===== src/rtl/sdram_if_pkg.sv =====
// Shared constants, FSM state encoding and burst types for the SDRAM write-port client.
package sdram_if_pkg;

  localparam int unsigned BURST_LEN = 4;
  localparam int unsigned ADDR_W    = 24;
  localparam int unsigned DATA_W    = 16;
  localparam int unsigned CNT_W     = $clog2(BURST_LEN);

  localparam int unsigned FRAME_H   = 480;
  localparam int unsigned FRAME_V   = 272;
  localparam logic [ADDR_W-1:0] FRAME_WORDS_DEF = ADDR_W'(FRAME_H * FRAME_V);

  typedef enum logic [1:0] {
    S_IDLE = 2'd0,
    S_REQ  = 2'd1,
    S_GAP  = 2'd2
  } wr_state_t;

  // Word 0 is the first pixel of the burst.
  typedef logic [BURST_LEN-1:0][DATA_W-1:0] burst_t;

  function automatic logic is_last_burst(input logic [ADDR_W-1:0] ptr,
                                         input logic [ADDR_W-1:0] base,
                                         input logic [ADDR_W-1:0] words);
    return (ptr + ADDR_W'(BURST_LEN)) == (base + words);
  endfunction

endpackage


===== src/rtl/sdram_burst_pack.sv =====
// Pixel-to-burst ping-pong packer: two 4-word banks with full flags, filled on the
// write side and released one at a time by the issue side.
module sdram_burst_pack
  import sdram_if_pkg::*;
(
  input  logic              clk,
  input  logic              rst_n,
  input  logic              clr,
  input  logic              en,
  input  logic              hold,
  input  logic              pix_valid,
  input  logic [DATA_W-1:0] pix_data,
  output logic              pix_ready,
  input  logic              rel_rd,
  output logic              rd_full,
  output burst_t            rd_burst,
  output logic              any_full
);

  burst_t           bank [2];
  logic [1:0]       full;
  logic [1:0]       full_nxt;
  logic             wr_sel;
  logic             rd_sel;
  logic [CNT_W-1:0] cnt;
  logic             accept;
  logic             last_word;

  assign pix_ready = en & ~full[wr_sel] & ~hold;
  assign accept    = pix_valid & pix_ready;
  assign last_word = accept & (cnt == CNT_W'(BURST_LEN - 1));

  // Fill and release always target different banks: a bank being released is full,
  // and a full bank cannot accept, so both updates can apply in the same cycle.
  always_comb begin
    full_nxt = full;
    if (rel_rd)
      full_nxt[rd_sel] = 1'b0;
    if (last_word)
      full_nxt[wr_sel] = 1'b1;
  end

  always_ff @(posedge clk or negedge rst_n) begin
    if (!rst_n) begin
      full   <= '0;
      wr_sel <= 1'b0;
      rd_sel <= 1'b0;
      cnt    <= '0;
    end else if (clr) begin
      full   <= '0;
      wr_sel <= 1'b0;
      rd_sel <= 1'b0;
      cnt    <= '0;
    end else begin
      full <= full_nxt;
      if (rel_rd)
        rd_sel <= ~rd_sel;
      if (accept) begin
        cnt <= last_word ? '0 : cnt + CNT_W'(1);
        if (last_word)
          wr_sel <= ~wr_sel;
      end
    end
  end

  always_ff @(posedge clk or negedge rst_n) begin
    if (!rst_n) begin
      for (int unsigned b = 0; b < 2; b++)
        bank[b] <= '0;
    end else if (accept && !clr) begin
      bank[wr_sel][cnt] <= pix_data;
    end
  end

  assign rd_full  = full[rd_sel];
  assign rd_burst = bank[rd_sel];
  assign any_full = |full;

endmodule


===== src/rtl/sdram_burst_writer.sv =====
// SDRAM arbiter write-port client: packs pixels into 4-word bursts, walks the frame
// address range and handshakes Wr_Req/Wr_Done. Optional watchdog: SDRAM_WR_TIMEOUT_EN.
module sdram_burst_writer
  import sdram_if_pkg::*;
#(
  parameter logic [23:0] BASE_ADDR   = 24'h000000,
  parameter logic [23:0] FRAME_WORDS = FRAME_WORDS_DEF,
  parameter logic [15:0] TIMEOUT_CYC = 16'd1023
) (
  input  logic        clk,
  input  logic        rst_n,
  input  logic        en,
  input  logic        iStart,
  input  logic        iPix_Valid,
  input  logic [15:0] iPix_Data,
  output logic        oPix_Ready,
  output logic        oWr_Req,
  output logic [23:0] oWr_Addr,
  output logic [15:0] oWr_Data1,
  output logic [15:0] oWr_Data2,
  output logic [15:0] oWr_Data3,
  output logic [15:0] oWr_Data4,
  input  logic        iWr_Done,
  output logic        oFrame_Done,
  output logic        oBusy,
  output logic        oErr
);

  wr_state_t         state;
  wr_state_t         state_nxt;
  logic [ADDR_W-1:0] ptr;
  logic              start_pending;
  logic              frame_done_q;
  burst_t            data_q;
  logic              rd_full;
  burst_t            rd_burst;
  logic              any_full;
  logic              last_burst;
  logic              timeout_ev;

  logic              issue;
  logic              finish;
  logic              clr;

  assign last_burst = is_last_burst(ptr, BASE_ADDR, FRAME_WORDS);

  sdram_burst_pack u_pack (
    .clk       (clk),
    .rst_n     (rst_n),
    .clr       (clr),
    .en        (en),
    .hold      (start_pending),
    .pix_valid (iPix_Valid),
    .pix_data  (iPix_Data),
    .pix_ready (oPix_Ready),
    .rel_rd    (finish),
    .rd_full   (rd_full),
    .rd_burst  (rd_burst),
    .any_full  (any_full)
  );

  always_ff @(posedge clk or negedge rst_n) begin
    if (!rst_n)
      state <= S_IDLE;
    else
      state <= state_nxt;
  end

  always_comb begin
    state_nxt = state;
    unique case (state)
      S_IDLE:  if (issue)  state_nxt = S_REQ;
      S_REQ:   if (finish) state_nxt = S_GAP;
      S_GAP:   state_nxt = S_IDLE;
      default: state_nxt = S_IDLE;
    endcase
  end

  // A restart seen while idle clears at once; one arriving mid-request is deferred to
  // the gap cycle so the in-flight burst lands at its original address.
  always_comb begin
    oWr_Req = 1'b0;
    issue   = 1'b0;
    finish  = 1'b0;
    clr     = 1'b0;
    unique case (state)
      S_IDLE: begin
        clr   = iStart;
        issue = rd_full & en & ~iStart;
      end
      S_REQ: begin
        oWr_Req = 1'b1;
        finish  = iWr_Done | timeout_ev;
      end
      S_GAP: begin
        clr = start_pending | iStart;
      end
      default: ;
    endcase
  end

  always_ff @(posedge clk or negedge rst_n) begin
    if (!rst_n) begin
      ptr           <= BASE_ADDR;
      start_pending <= 1'b0;
      frame_done_q  <= 1'b0;
      oWr_Addr      <= BASE_ADDR;
      data_q        <= '0;
    end else begin
      frame_done_q <= finish & last_burst;
      if (clr) begin
        ptr           <= BASE_ADDR;
        start_pending <= 1'b0;
      end else begin
        if (finish)
          ptr <= last_burst ? BASE_ADDR : ptr + ADDR_W'(BURST_LEN);
        if (iStart && state == S_REQ)
          start_pending <= 1'b1;
      end
      if (issue) begin
        oWr_Addr <= ptr;
        data_q   <= rd_burst;
      end
    end
  end

`ifdef SDRAM_WR_TIMEOUT_EN
  logic [15:0] to_cnt;
  logic        err_q;

  assign timeout_ev = (state == S_REQ) & ~iWr_Done & (to_cnt == TIMEOUT_CYC);

  always_ff @(posedge clk or negedge rst_n) begin
    if (!rst_n) begin
      to_cnt <= '0;
      err_q  <= 1'b0;
    end else begin
      to_cnt <= (state == S_REQ && !finish) ? to_cnt + 16'd1 : '0;
      if (timeout_ev)
        err_q <= 1'b1;
    end
  end

  assign oErr = err_q;
`else
  assign timeout_ev = 1'b0;
  assign oErr       = 1'b0 & (TIMEOUT_CYC != '0);
`endif

  assign oWr_Data1   = data_q[0];
  assign oWr_Data2   = data_q[1];
  assign oWr_Data3   = data_q[2];
  assign oWr_Data4   = data_q[3];
  assign oFrame_Done = frame_done_q;
  assign oBusy       = any_full | oWr_Req;

endmodule


===== config.mk =====
export PLATFORM = sky130hd
export DESIGN_NAME = sdram_burst_writer
export DESIGN_NICKNAME = d
export VERILOG_FILES = /design/src/rtl/sdram_if_pkg.sv /design/src/rtl/sdram_burst_pack.sv /design/src/rtl/sdram_burst_writer.sv
export SDC_FILE = /design/constraint.sdc
export NUM_CORES = 1
export LEC_CHECK = 0
export BUFFER_PORTS_ARGS = -buffer_cell sky130_fd_sc_hd__buf_2
export CAP_MARGIN = 10
export CORE_MARGIN = 1
export CORE_UTILIZATION = 40
export DETAILED_ROUTE_END_ITERATION = 12
export GPL_ROUTABILITY_DRIVEN = 0
export HOLD_SLACK_MARGIN = 0.03
export PLACE_DENSITY_LB_ADDON = 0.08
export SYNTH_ARGS = -nofsm -noshare
export SYNTH_HDL_FRONTEND = slang
export SYNTH_SLANG_ARGS = --single-unit

===== constraint.sdc =====
create_clock -name clk -period 3.8 [get_ports clk]
set_input_delay 0.76 -clock clk [delete_from_list [all_inputs] [get_ports clk]]
set_output_delay 0.76 -clock clk [all_outputs]
set_load 0.03 [all_outputs]

# After elaboration in Yosys (flattened, before gate mapping)
# Cells that the tools add are included.
# word_totals
ff_bits	250
inputBits	22
out_inout_bits	93
elab_cells	111
# classes
addsub	2
n_lt_le_gt_ge	9
n_eq_ne	6
muxes	39
bitwise_logic	19
reduce_logical	15
# op_table
op	count
two-way mux 64 bit	4
bitwise mux 128 bit	1
two-way mux 24 bit	3
demux 64 bit (select 1 bit)	1
demux 16 bit (select 2 bit)	1
adder 24 x 3 -> 24 bit, second input constant	1
== test 24 x 17 -> 1 bit, second input constant	1
two-way mux 1 bit	16
two-way mux 16 bit	1
two-way mux 2 bit	8
nonzero test 2 bit	4
AND 1 bit	7
logical AND 1 bit	6
NOT 1 bit	5
== test 2 bit, second input constant	2
>= comparator 2 bit, second input constant	2
less-than comparator 1 x 2 -> 1 bit, second input constant	2
inequality test 2 bit, second input constant	2
NOT 1 -> 2 bit	2
case mux 2 bit (2 select lines)	1
AND reduction 2 bit	2
less-than comparator 2 x 3 -> 1 bit, second input constant	1
adder 2 x 1 -> 2 bit, second input constant	1
AND 2 bit	1
other kinds (12)	15

# Depth between registers and ports, before layout
# Gate-level depths: netlist (run 1).
# logic_depth
ltp_word	10
depth_mapped	10
depth_no_buf	9

# Cells and area by module
# A second synthesis (run 1) with hierarchy kept.
# hier_totals
hier_cells	783
hier_area_um2	10931.7
# modules_own_cells
mod	instances	cells_each	area_per_inst_um2
sdram_burst_pack	1	388	5988.2
sdram_burst_writer	1	395	4943.5

# Least setup slack after synthesis (run 1)
# No wires, ideal clock.
# synth_timing
path_kind	input port to flip-flop
from	in en
to	reg u_pack.bank[118] (netlist name)
setup_time_ps	125
t_arrival_ps	2640
t_required_ps	3675
path_slack_ps	1035
cell_stages	7
path_cell_list	nor3b_2 > nand2_1 > nor3_1 > and2_1 > buf_2 > buf_2 > mux2_2
# synth_between
elab_chain_cells	4
# synth_lines
element	line_no	text
start, declared	sdram_burst_writer.sv:12	input logic en,
AND 1 bit (2 in a row)	sdram_burst_pack.sv:29	assign pix_ready = en & ~full[wr_sel] & ~hold;
AND 1 bit	sdram_burst_pack.sv:30	assign accept = pix_valid & pix_ready;
logical AND 1 bit	sdram_burst_pack.sv:70	end else if (accept && !clr) begin
end signal, assigned by index	sdram_burst_pack.sv:71	bank[wr_sel][cnt] <= pix_data;
end, declared	sdram_burst_pack.sv:20	burst_t bank [2];
# Every way passes these cells.
# A chain may end at the register's enable or synchronous reset.

# Final worst setup path (run 1)
# layout_timing
from	reg ptr[3]
to	reg ptr[15]
# layout_between
elab_chain_cells	5
# layout_lines
element	line_no	text
start, declared	sdram_burst_writer.sv:31	logic [ADDR_W-1:0] ptr;
start signal, assigned	sdram_burst_writer.sv:116	ptr <= last_burst ? BASE_ADDR : ptr + ADDR_W'(BURST_LEN);
adder 24 x 3 -> 24 bit (*)	sdram_if_pkg.sv:25, sdram_burst_writer.sv:116	
== test 24 x 17 -> 1 bit	sdram_if_pkg.sv:25	return (ptr + ADDR_W'(BURST_LEN)) == (base + words);
two-way mux 24 bit (*)	sdram_burst_writer.sv:116	
two-way mux 24 bit (*)	sdram_burst_writer.sv:115	if (finish)
two-way mux 24 bit (*)	sdram_burst_writer.sv:111	if (clr) begin
# Every way passes the cells marked *; elsewhere a longest branch is shown, timed or not. The select of a mux whose other input is x is not followed.

==> results of run 1 <==
through the flow:
step	util	setup slack, ns	power (mW)	instance area, sq um
5_1_grt	0.4766	0.7147	6.218	12380
6_report	0.4766	0.9353	5.972	12380
2_1_floorplan	-	1.035	3.168	10560
3_5_place_dp	0.4415	0.9200	3.380	11470
3_3_place_gp	0.4415	0.9299	3.374	11470
4_1_cts	0.4766	0.9360	6.055	12380
sequential cells by signal, indices dropped and copies added, names as in the netlist, 2 cells and up:
signal       cells
u_pack.full      2
ptr             22
oWr_Data3       16
oWr_Data4       16
u_pack.cnt       2
state            2
oWr_Data1       16
u_pack.bank    128
oWr_Addr        22
oWr_Data2       16
kinds of logic (layout without fill, tap and decap cells):
logic type | Yosys count | count (layout) | synth area share
buffers and inverters | 60 | 178 | 0.02372
multiplexers | 218 | 218 | 0.2249
AO/OA/AOI/OAI | 122 | 122 | 0.06619
other | 1 | 3 | 0.0003555
adder cells (fa/ha/maj) | 5 | 5 | 0.005930
AND/OR/NAND/NOR | 181 | 181 | 0.08872
XOR/XNOR | 8 | 8 | 0.006642
flip-flops | 246 | 246 | 0.5836
worst register-to-register path, stage by stage, from the launching register on:
cell                      delay, ns
sky130_fd_sc_hd__dfrtp_1       0.47
sky130_fd_sc_hd__ha_1          0.33
sky130_fd_sc_hd__and3_1        0.21
sky130_fd_sc_hd__nand3_1       0.29
sky130_fd_sc_hd__nor4_2        0.41
sky130_fd_sc_hd__a31o_1        0.20
sky130_fd_sc_hd__nand4_1       0.17
sky130_fd_sc_hd__o21ai_4       0.31
sky130_fd_sc_hd__nor3_1        0.07
sky130_fd_sc_hd__a211o_1       0.28
per-layer routing:
| layer | vias to the layer above | wire, um |
|---|---|---|
| met3 | 29 | 964 |
| met2 | 113 | 9994 |
| met4 | 0 | 390 |
| li1 | 3193 | - |
| met5 | - | 0 |
| met1 | 3292 | 11550 |
cells in the final DEF, fill, tap and decap left out, types with 11 or more instances in the layout:
cell / instances
sky130_fd_sc_hd__clkbuf_16: 27
sky130_fd_sc_hd__nand2_1: 30
sky130_fd_sc_hd__a21oi_1: 76
sky130_fd_sc_hd__buf_2: 110
sky130_fd_sc_hd__nor3_1: 11
sky130_fd_sc_hd__nor2_1: 82
sky130_fd_sc_hd__o21ai_0: 18
sky130_fd_sc_hd__mux2_2: 151
sky130_fd_sc_hd__dfrtp_1: 245
sky130_fd_sc_hd__mux2i_1: 66
power by group through the flow:
stage / sequential (mW) / combinational (mW) / clock [mW]
3_5_place_dp: 2.90 / 0.480 / 0
3_3_place_gp: 2.90 / 0.474 / 0
2_1_floorplan: 2.95 / 0.218 / 0
5_1_grt: 2.87 / 0.520 / 2.82
4_1_cts: 2.86 / 0.482 / 2.72
6_report: 2.85 / 0.468 / 2.65
path summary, 6_finish.rpt:
kind                                    from             to  slack (ns)  cells after the start
max in group asynchronous              rst_n  oWr_Data1[13]        2.63                      2
worst min register to register  oWr_Addr[18]   oWr_Addr[18]        0.50                      1
worst max register to register        ptr[3]        ptr[15]        0.94                      9
min in group clk                oWr_Addr[18]   oWr_Addr[18]        0.50                      1
worst max-delay path                  ptr[3]        ptr[15]        0.94                      9
worst min-delay path                   rst_n    oWr_Addr[8]        0.31                      1
cell type report:
class,count,area (sq um),share of cell area
flip-flops and latches,246,6160,0.4974
inverters,8,30.03,0.002425
repair buffers,122,698.2,0.05637
well taps,335,419.2,0.03385
multi-input cells,537,4165,0.3363
clock buffers,40,814.5,0.06577
clock inverters,8,97.59,0.007880
==> reports/results.txt, run 1 <==
For this block, the routed nets add up to 22.90 mm of wire. The nature of the critical path endpoint is a register. Internal power comes to 4.571 mW. The flip-flop cell with the highest count after synthesis was sky130_fd_sc_hd__dfrtp_1. Number of resized instances in the post-cts repair step: 0. The TritonCTS buffer count came out at 27. Traced cell by cell, the critical path runs through ha_1 > and3_1 > nand3_1 > nor4_2 > a31o_1 > nand4_1 > o21ai_4 > nor3_1 > a211o_1. In this run the power spent charging and discharging nets is 1.401 mW.

For the area of the die, the log shows 27030 sq um. In this run the core area contains 59 standard-cell rows. The final setup violation count is 0, and the count of flip-flops with a built-in enable after synthesis is 0. The logs give 1 for the level count of the clock H-tree and 0 for the count of pins over their slew limit. In the final routed layout, each cell accounts on average for 17.67 um. The flip-flop and latch count after synthesis is 246. Summed over all instances, the cell type with the most area after synthesis is sky130_fd_sc_hd__dfrtp_1. For the fill cell total of the finished layout, the log shows 2378. The netlist uses 58 different library cells. Using the TritonRoute via totals, the vias-per-cell ratio works out to 5.113. TritonCTS built the clock tree.

Slew at the pin closest to its max-slew limit: 0.8828 ns. The global-route congestion overflow total was 0. After synthesis, the cell types taking the most area are sky130_fd_sc_hd__dfrtp_1, sky130_fd_sc_hd__mux2_2, sky130_fd_sc_hd__mux2i_1. Busiest layer in global routing: met1. The count of cells in the finished layout, fillers not included, comes to 1296. The run gives 0.2924 mV as the highest ir drop seen on vdd. Achievable frequency: 349.1 MHz. From left edge to right edge, the die measures 164.4 um. Summing over every cut layer, the via total after detailed routing is 6627. Entering global routing, the biggest net connects 108 pins. The logs give 3 for the buffer levels on the longest clock path and 0 for the DRC violations left. Ranked by instance count, the synthesized netlist is headed by sky130_fd_sc_hd__dfrtp_1, sky130_fd_sc_hd__mux2_2, sky130_fd_sc_hd__nor2_1. The first routing iteration left 303 violations. The tools report the type of element launching the critical path as a register. The setup path with the least slack is of type register to register. Stage delay of the slowest cell on the critical path: 0.47 ns. The max-cap check violation count was 0; the proportion of total power due to net switching was 0.2346. For the worst setup path, the data required time is 4.20 ns. Setup TNS: 0 ns. Clock skew on the completed layout was measured at 0.008176 ns. The most common cell in the netlist is sky130_fd_sc_hd__dfrtp_1. The largest fanout on the critical path was 8. The run gives 25980 sq um as the area of the placeable core. The global-route track usage on met3 was 0.02562; the total setup buffers inserted after CTS was 0. After synthesis the cells add up to 10550 sq um.

The number of port buffers was 111. Counting I/O delays and the setup requirement, the final critical path takes 2.865 ns. The worst slew margin relative to its limit was 0.4115. Summed over all cells, the static leakage comes to 5.902 nW. Area share of the leading cell type in the synthesized netlist: 0.5836.

The total global-route track usage is 0.1756. Counting tap cells, the placed design contains a total of 1248 instances. The share of final-layout standard cells stronger than drive strength 1 is 0.3476, and the sink count of the clock tree is 246. From synthesis to final layout, the design area changed by 17.40%. The number of search-and-repair iterations in the first detailed-routing pass was 4. Buffer type at the clock tree root: sky130_fd_sc_hd__clkbuf_16. Setup repair after global routing left no endpoint under its margin. The flow ran to the end, and the final reports show no timing, DRC or antenna violations. The repair_antennas step left the layout with diodes totalling 0. Clock share of power: 0.444. The proportion of register bits with asynchronous set or reset after synthesis works out to 1.000. The routing usage on met2 came out at 0.2641. Dividing total power by cell area gives a power density of 482.2 nW/um^2. The number of endpoints with negative hold slack in the final report came out at 0.

The worst-skew pair later-pin latency is 0.52 ns. During I/O placement, the number of pins put on the boundary was 115. The tools report the total half-perimeter wirelength after legalization and detailed placement as 14.77 mm. The tightest hold path in the finished design has a slack of 0.3051 ns. In this design, the largest share of critical-path delay is due to simple AND/OR/NAND/NOR gates. The part of the Yosys area used for sequential elements is 0.5836. The slowest stage of the critical path belongs to the cell sky130_fd_sc_hd__dfrtp_1. The final worst-path cycle share is 0.7539. The via count of the first global-routing pass was 6534; the post-layout net count was 969.

After clock tree synthesis, the clock-pin slew on the worst setup and hold paths is 0.06 ns. The number of instances in the synthesized netlist is 841. Counting both buffers and inverters, the worst setup path holds a total of 0.

Data on the critical path arrives at its endpoint at 3.27 ns. The path class of the lowest-slack min-delay path is primary input to async pin. After clock tree synthesis, the flow added hold-fix buffers numbering 0.

The die is 164.4 um tall. The tools report the global-route wire length before repair as 37.12 mm. For the effective utilization at floorplan, the log shows 0.4060. The tools report the part of the power in registers as 0.478.

Remaining antenna violation count after routing: 0. The met1 demand-to-capacity share in global routing is 0.2673, and the number of antenna violations at the first check in global routing is 0. For this run, the number of Yosys warnings is 0. For the combinational share of power, the log shows 0.078.

A synthesized cell averages 12.54 sq um.
No activity file was read; power rests on OpenSTA's default activity.
==> run 2: changes to the inputs <==
- clock period: 3.8 -> 2.7 ns (I/O delays scaled with it)
==> run 2 against run 1 <==
Flip-flop and latch count unchanged; final cell count increased by 2.5%; largest cell class unchanged; die area unchanged; sequential share of layout area decreased by 1.1 points.
==> reports/results.txt, run 2 (same netlist as run 1, synthesis figures left out) <==
The library cells used most frequently in the layout, excluding fill and tap cells, are sky130_fd_sc_hd__dfrtp_1, sky130_fd_sc_hd__mux2_2, sky130_fd_sc_hd__buf_2. The post-route non-filler standard cell count is 1328 (+2.5%). The number of cells on the worst reg-to-reg path is 8 (-1), and the level count of the clock H-tree is 1 (unchanged).

The tools report the number of DRC markers after the initial detailed-route iteration as 337 (+11%). The fill cell total of the finished layout was 2403 (+1.1%). For the DRC violations left, the log shows 0 (unchanged). The horizontal die dimension was 164.4 um (unchanged); the total global-route track usage was 0.1823 (+0.006666). In this run the critical register-to-register path is launched from ptr[11]. The cell type group with the largest total delay on the critical path was simple AND/OR/NAND/NOR gates.

The number of endpoints with negative hold slack in the final report is 0 (unchanged), and the slew at the pin closest to its max-slew limit is 0.5588 ns (-0.3240 ns). The max-cap check violation count is 0 (unchanged), and the wire length after detailed routing is 24.09 mm (+5.2%). The logs give 27030 sq um (unchanged) for the area of the die and 0.01911 ns (+0.01093 ns) for the clock tree skew after final layout. The logs give 0.6275 (+0.2160) for the worst slew margin relative to its limit and 38.34 mm (+3.3%) for the global-route wire length before repair.

The per-cell routed wire length was 18.14 um (+2.7%); the post-placement setup slack was 0.1397 ns (-0.7803 ns). The shortest clock period the worst path allows after layout came out at 2.532 ns (-0.3325 ns). The critical path goes through nand4_4 > nor4_4 > mux2_1 > o21a_1 > or3_4 > o21ai_4 > nor3_1 > a211o_1. Power per cell area: 656.5 nW/um^2 (+36%).

Nature of the critical path endpoint: a register. The run gives 11770 sq um (+2.6%) as the area after detailed placement. The leakage power total is 6.057 nW (+2.6%), and the post-route cell area is 12680 sq um (+2.4%). The via count of the first global-routing pass is 6759 (+3.4%), and the sink count of the clock tree is 246 (unchanged).

The tools report the launching element of the worst setup path as ptr[11]. For the TritonCTS buffer count, the log shows 27 (unchanged). In this run the clock root is driven by a sky130_fd_sc_hd__clkbuf_16.

The total half-perimeter wirelength after legalization and detailed placement was 15.59 mm (+5.6%). The number of cells on the critical path came out at 8 (-1). Effective utilization at floorplan: 0.4060 (unchanged).

The flop-to-flop setup slack was 0.17 ns (-0.77 ns); the final setup violation count was 0 (unchanged). For the post-layout net count, the log shows 1000 (+3.2%). For the number of antenna repair diodes, the log shows 0 (unchanged).

The min-delay analysis places its worst path in the category primary input to register. The run gives 1278 (+2.4%) as the cell total after placement. The highest ir drop seen on vdd is 0.4122 mV (+41%), and the clock-pin transition on the worst setup and hold timing paths is 0.06 ns (about the same).

The chip height came out at 164.4 um (unchanged). Routed metal-1 wire length: 11.83 mm (+2.4%). Type of element launching the critical path: a register. The largest registers in the layout are u_pack.bank x128, oWr_Addr x22, ptr x22. Data required time of the worst path: 3.12 ns (-1.08 ns).

The highest metal layer carrying signal wires in the routed design is met4. The setup TNS was 0 ns (unchanged). The critical path in this run is classified as register to register.

The amount of wire on met2 after detailed routing came out at 10.97 mm (+9.8%). The slowest stage of the critical path belongs to the cell sky130_fd_sc_hd__dfrtp_2. The endpoint identified for the worst register-to-register timing path is ptr[15]. The tools report the worst-skew pair later-pin latency as 0.54 ns (+0.02 ns). The run gives 115 (unchanged) as the top-level port count. The register with the most flip-flops in the final layout is u_pack.bank. Setup repair after global routing left no endpoint under its margin. Final worst-path cycle share: 0.9378 (+0.1840). The tools report the termination of the worst setup path as ptr[15].

The number of flip-flops under the largest register name is 128 (unchanged). Stage delay of the slowest cell on the critical path: 0.43 ns (-0.04 ns). The largest net degree at the start of global routing is 91 (-16%), and the mean number of vias per cell is 5.160 (+0.90%). Number of search-and-repair iterations in the first detailed-routing pass: 5 (+1). TritonCTS built the clock tree. Critical path buffer and inverter count: 0 (unchanged). For the number of antenna violations at the first check in global routing, the log shows 0 (unchanged). Area of the placeable core: 25980 sq um (unchanged). The share of final-layout standard cells stronger than drive strength 1 was 0.3726 (+0.02505).

Arrival time at the worst endpoint: 2.95 ns (-0.32 ns). The flow ran to the end, and the final reports show no timing, DRC or antenna violations. Largest fanout on the critical path: 7 (-1). The remaining antenna violation count after routing is 0 (unchanged), and the met3 layer wire length in the routed design is 952 um (-1.2%). The achievable frequency came out at 394.9 MHz (+13%). Routed via count: 6852 (+3.4%). For the row count, the log shows 59 (unchanged).

Leaving out fill and tap cells, the most frequent cell in the layout is sky130_fd_sc_hd__dfrtp_1. The buffer levels on the longest clock path was 3 (unchanged); the number of port buffers was 111 (unchanged). The tools report the count of pins over their slew limit as 0 (unchanged). The global-route congestion overflow total was 0 (unchanged); the post-layout worst setup margin was 0.1678 ns (-0.7675 ns). Relative to the synthesized area, the layout overhead comes to 20.21%.
==> run 2: cell count changes in the layout (fill, tap and decap cells not counted), sizes merged <==
cell / before / now
inv: 8 / 9
clkinvlp: 3 / 2
dlygate4sd3: 0 / 1
clkbuf: 40 / 38
clkinv: 3 / 6
buf: 122 / 152
==> run 2: worst register-to-register path, stage by stage, from the launching register on <==
cell                      delay [ns]
sky130_fd_sc_hd__dfrtp_2        0.43
sky130_fd_sc_hd__nand4_4        0.16
sky130_fd_sc_hd__nor4_4         0.31
sky130_fd_sc_hd__mux2_1         0.34
sky130_fd_sc_hd__o21a_1         0.17
sky130_fd_sc_hd__or3_4          0.39
sky130_fd_sc_hd__o21ai_4        0.25
sky130_fd_sc_hd__nor3_1         0.08
sky130_fd_sc_hd__a211o_1        0.27
==> run 2: repair_timing <==
action / 4_1_cts / 5_1_grt
endpoints found under the hold margin: 62 / 0
hold buffers: 1 / 0
setup endpoints to repair: 0 / 1
gates resized for setup: 0 / 7
buffers inserted: 0 / 0
==> run 2: per-layer routing <==
metal	vias up	GRT usage
met4	0	0.04087
met5	-	0
met3	26	0.02687
met1	3468	0.2698
li1	3237	-
met2	121	0.2821
==> run 2: worst min-delay path by stage <==
stage,depth (start not counted),startpoint,slack (ns),end
4_1_cts,3,iWr_Done,0.25,state[0]
5_1_grt,3,iWr_Done,0.27,state[0]
3_3_place_gp,1,oWr_Addr[16],0.49,oWr_Addr[16]
6_report,3,iWr_Done,0.27,state[0]
3_5_place_dp,1,oWr_Addr[14],0.49,oWr_Addr[14]
2_1_floorplan,0,rst_n,0.24,oFrame_Done
==> run 2: layout make-up <==
| class | count | area, sq um | area share |
|---|---|---|---|
| Sequential cell | 246 | 6167 | 0.4863 |
| Multi-Input combinational cell | 537 | 4177 | 0.3294 |
| Timing Repair Buffer | 153 | 996.0 | 0.07854 |
| Clock buffer | 38 | 767.0 | 0.06048 |
| Tap cell | 335 | 419.2 | 0.03305 |
| Clock inverter | 11 | 125.1 | 0.009867 |
| Inverter | 8 | 30.03 | 0.002368 |
==> run 2: metrics by stage <==
| stage | hold WS (ns) | total power, mW | utilization |
|---|---|---|---|
| after floorplan | 0.2444 | 4.460 | - |
| after global routing | 0.2748 | 8.692 | 0.4880 |
| after CTS | 0.2525 | 8.470 | 0.4875 |
| final | 0.2718 | 8.325 | 0.4880 |
| after global placement | 0.4864 | 4.737 | 0.4528 |
| after detailed placement | 0.4907 | 4.750 | 0.4528 |
==> run 2: power by group <==
part	leakage, nW	switching [mW]	internal (mW)	total [mW]
Combinational	2.32	0.384	0.271	0.655
Clock	0.438	1.48	2.18	3.66
Sequential	3.30	0.111	3.90	4.01
==> run 3: changes to the inputs <==
- BUFFER_PORTS_ARGS: -buffer_cell sky130_fd_sc_hd__buf_2 -> default
- DONT_BUFFER_PORTS: default -> 1
- REMOVE_ABC_BUFFERS: default -> 1
==> run 3 against run 2 <==
The flow now finishes with violations (negative hold slack); total power down 3.0%; count of clock-buffer cells in the layout up 4; final cell count down 8.5%; die area unchanged; routed wire length down 2.2%; largest cell class unchanged.
==> reports/results.txt, run 3 (same netlist as run 1, synthesis figures left out) <==
The worst-skew pair later-pin latency was 0.53 ns (about the same); the overall power was 8.076 mW (-3.0%). For the clock tree skew after final layout, the log shows 0.01125 ns (-0.007857 ns). The horizontal die dimension came out at 164.4 um (unchanged). Slew at the pin closest to its max-slew limit: 0.5440 ns (-0.01479 ns). In the layout the commonest cells are sky130_fd_sc_hd__dfrtp_1, sky130_fd_sc_hd__mux2_2, sky130_fd_sc_hd__nor2_1. The post-route cell area is 12060 sq um (-4.9%), and the shortest clock period the worst path allows after layout is 2.604 ns (+0.07160 ns). The clock-pin transition on the worst setup and hold timing paths is 0.06 ns (about the same), and the sequential cell area is 6167 sq um (unchanged). The number of endpoints with negative hold slack in the final report came out at 246 (+246).

For the fill cell total of the finished layout, the log shows 2350 (-2.2%). The arrival time at the worst endpoint was 3.02 ns (+0.07 ns). For the achievable frequency, the log shows 384.1 MHz (-2.7%). The post-layout net count was 887 (-11%). The worst slew margin relative to its limit is 0.6373 (+0.009862), and the buffer levels on the longest clock path is 3 (unchanged). For the row count, the log shows 59 (unchanged).

The leakage power total came out at 5.522 nW (-8.8%). TritonCTS built the clock tree. Most common cell after layout, fill and taps aside: sky130_fd_sc_hd__dfrtp_1. The largest fanout on the critical path works out to 5 (-2).

The type of element launching the critical path was a register. The logs give 0.4060 (unchanged) for the effective utilization at floorplan and 6840 (+1.2%) for the via count of the first global-routing pass. The number of DRC markers after the initial detailed-route iteration was 385 (+14%). The tightest min-delay check is of the primary input to async pin type. Nature of the critical path endpoint: a register.

The run gives -0.2913 ns (-0.5632 ns) as the worst hold slack across all endpoints. The total half-perimeter wirelength after legalization and detailed placement was 14.63 mm (-6.2%); the number of antenna repair diodes was 0 (unchanged). The sink count of the clock tree is 246 (unchanged), and the global-route congestion overflow total is 0 (unchanged). The largest registers in the layout are u_pack.bank x128, oWr_Addr x22, ptr x22.

The chip height came out at 164.4 um (unchanged). The power per cell area is 669.9 nW/um^2 (+2.0%), and the max-cap check violation count is 0 (unchanged). The run gives 6464 (-5.7%) as the routed via count. The level count of the clock H-tree was 1 (unchanged). The number of antenna violations at the first check in global routing was 0 (unchanged); the per-cell routed wire length was 19.40 um (+6.9%).

The wire length after detailed routing came out at 23.57 mm (-2.2%). The mean number of vias per cell is 5.320 (+3.1%), and the share of final-layout standard cells stronger than drive strength 1 is 0.2932 (-0.07943). The area of the die is 27030 sq um (unchanged), and the area of the placeable core is 25980 sq um (unchanged). The final worst-path cycle share was 0.9644 (+0.02652); the remaining antenna violation count after routing was 0 (unchanged).

Global-route wire length before repair: 38.12 mm (-0.58%). The total global-route track usage is 0.1809 (-0.001421), and the largest net degree at the start of global routing is 247 (+170%). For the highest ir drop seen on vdd, the log shows 0.5513 mV (+34%). The top-level port count is 115 (unchanged), and the cell total after placement is 1163 (-9.0%). The number of search-and-repair iterations in the first detailed-routing pass came out at 4 (-1). The run gives 0 ns (unchanged) as the setup TNS. The tools report the area taken by multi-input logic gates as 4184 sq um (+0.18%). By startpoint and endpoint, the worst setup path is classified as register to register. The run finished, with violations left.

The number of port buffers was 0 (-100%); the data required time of the worst path was 3.11 ns (about the same). Compared with the post-synthesis result, the final layout area differs by 14.28%. CTS placed an instance of sky130_fd_sc_hd__clkbuf_16 at the clock tree root. The DRC violations left is 0 (unchanged), and the post-route non-filler standard cell count is 1215 (-8.5%). Counting flops per register, the top entry is u_pack.bank. The checks that failed: negative hold slack.

The logs give 11130 sq um (-5.4%) for the area after detailed placement and 27 (unchanged) for the TritonCTS buffer count. The number of flip-flops under the largest register name was 128 (unchanged); the final setup violation count was 0 (unchanged). The count of pins over their slew limit is 0 (unchanged).
[run 3: cell count changes in the layout (fill, tap and decap cells not counted), sizes merged]
cell         previous run  this run
buf                   152        40
clkbuf                 38        42
clkinv                  6         5
clkinvlp                2         0
bufinv                  2         1
dlygate4sd3             1         0
[run 3: per-layer routing]
metal / GRT usage / wire length [um] / vias up
met4: 0.04087 / 400 / 0
met5: 0 / 0 / -
met1: 0.2493 / 10670 / 3286
met3: 0.04068 / 1348 / 29
met2: 0.2904 / 11150 / 135
li1: - / - / 3014
[run 3: repair_timing]
action                                  4_1_cts  5_1_grt
endpoints found under the hold margin       246      246
buffers inserted                              0        2
endpoints found under the setup margin        0        9
resized for setup                             0        9
[run 3: where the power goes]
group / switching, mW / internal, mW / total, mW / leakage [nW]
clock: 1.44 / 2.15 / 3.59 / 0.437
sequential: 0.219 / 3.90 / 4.12 / 3.30
combinational: 0.153 / 0.214 / 0.367 / 1.79
[run 3: path summary, 6_finish.rpt]
path / endpoint / startpoint / slack (ns) / depth (start not counted)
max: ptr[3] / ptr[2] / 0.1 / 9
min: oWr_Data4[11] / rst_n / -0.29 / 0
max reg2reg: ptr[3] / ptr[2] / 0.1 / 9
min reg2reg: u_pack.bank[30] / u_pack.bank[30] / 0.50 / 1
max in group asynchronous: u_pack.bank[37] / rst_n / 2.67 / 0
min in group clk: u_pack.bank[60] / iPix_Data[12] / 0.16 / 1
[run 3: critical path, stage by stage, from the launching register on]
cell and delay (ns):
sky130_fd_sc_hd__dfrtp_1 0.42, sky130_fd_sc_hd__buf_4 0.16, sky130_fd_sc_hd__nand4_1 0.15, sky130_fd_sc_hd__nor4_4 0.22, sky130_fd_sc_hd__mux2_1 0.37, sky130_fd_sc_hd__o21a_1 0.17
sky130_fd_sc_hd__or3_4 0.39, sky130_fd_sc_hd__or2_1 0.26, sky130_fd_sc_hd__and2_1 0.17, sky130_fd_sc_hd__a22o_1 0.18
[run 3: area by class of cell]
type | count | area share
sequential | 246 | 0.5116
multi-input combinational | 537 | 0.3471
clock buffer | 42 | 0.06736
tap | 335 | 0.03477
timing repair buffer | 40 | 0.03145
clock inverter | 7 | 0.005293
inverter | 8 | 0.002491
[run 3: per-stage QoR]
step	setup slack (ns)	hold slack, ns	util
after floorplan	-12.38	0.2444	-
after global placement	0.1513	0.2565	0.4282
after detailed placement	0.07562	0.2528	0.4282
after CTS	0.06394	-0.3214	0.4619
after global routing	-0.006384	-0.3180	0.4639
final	0.09624	-0.2913	0.4639
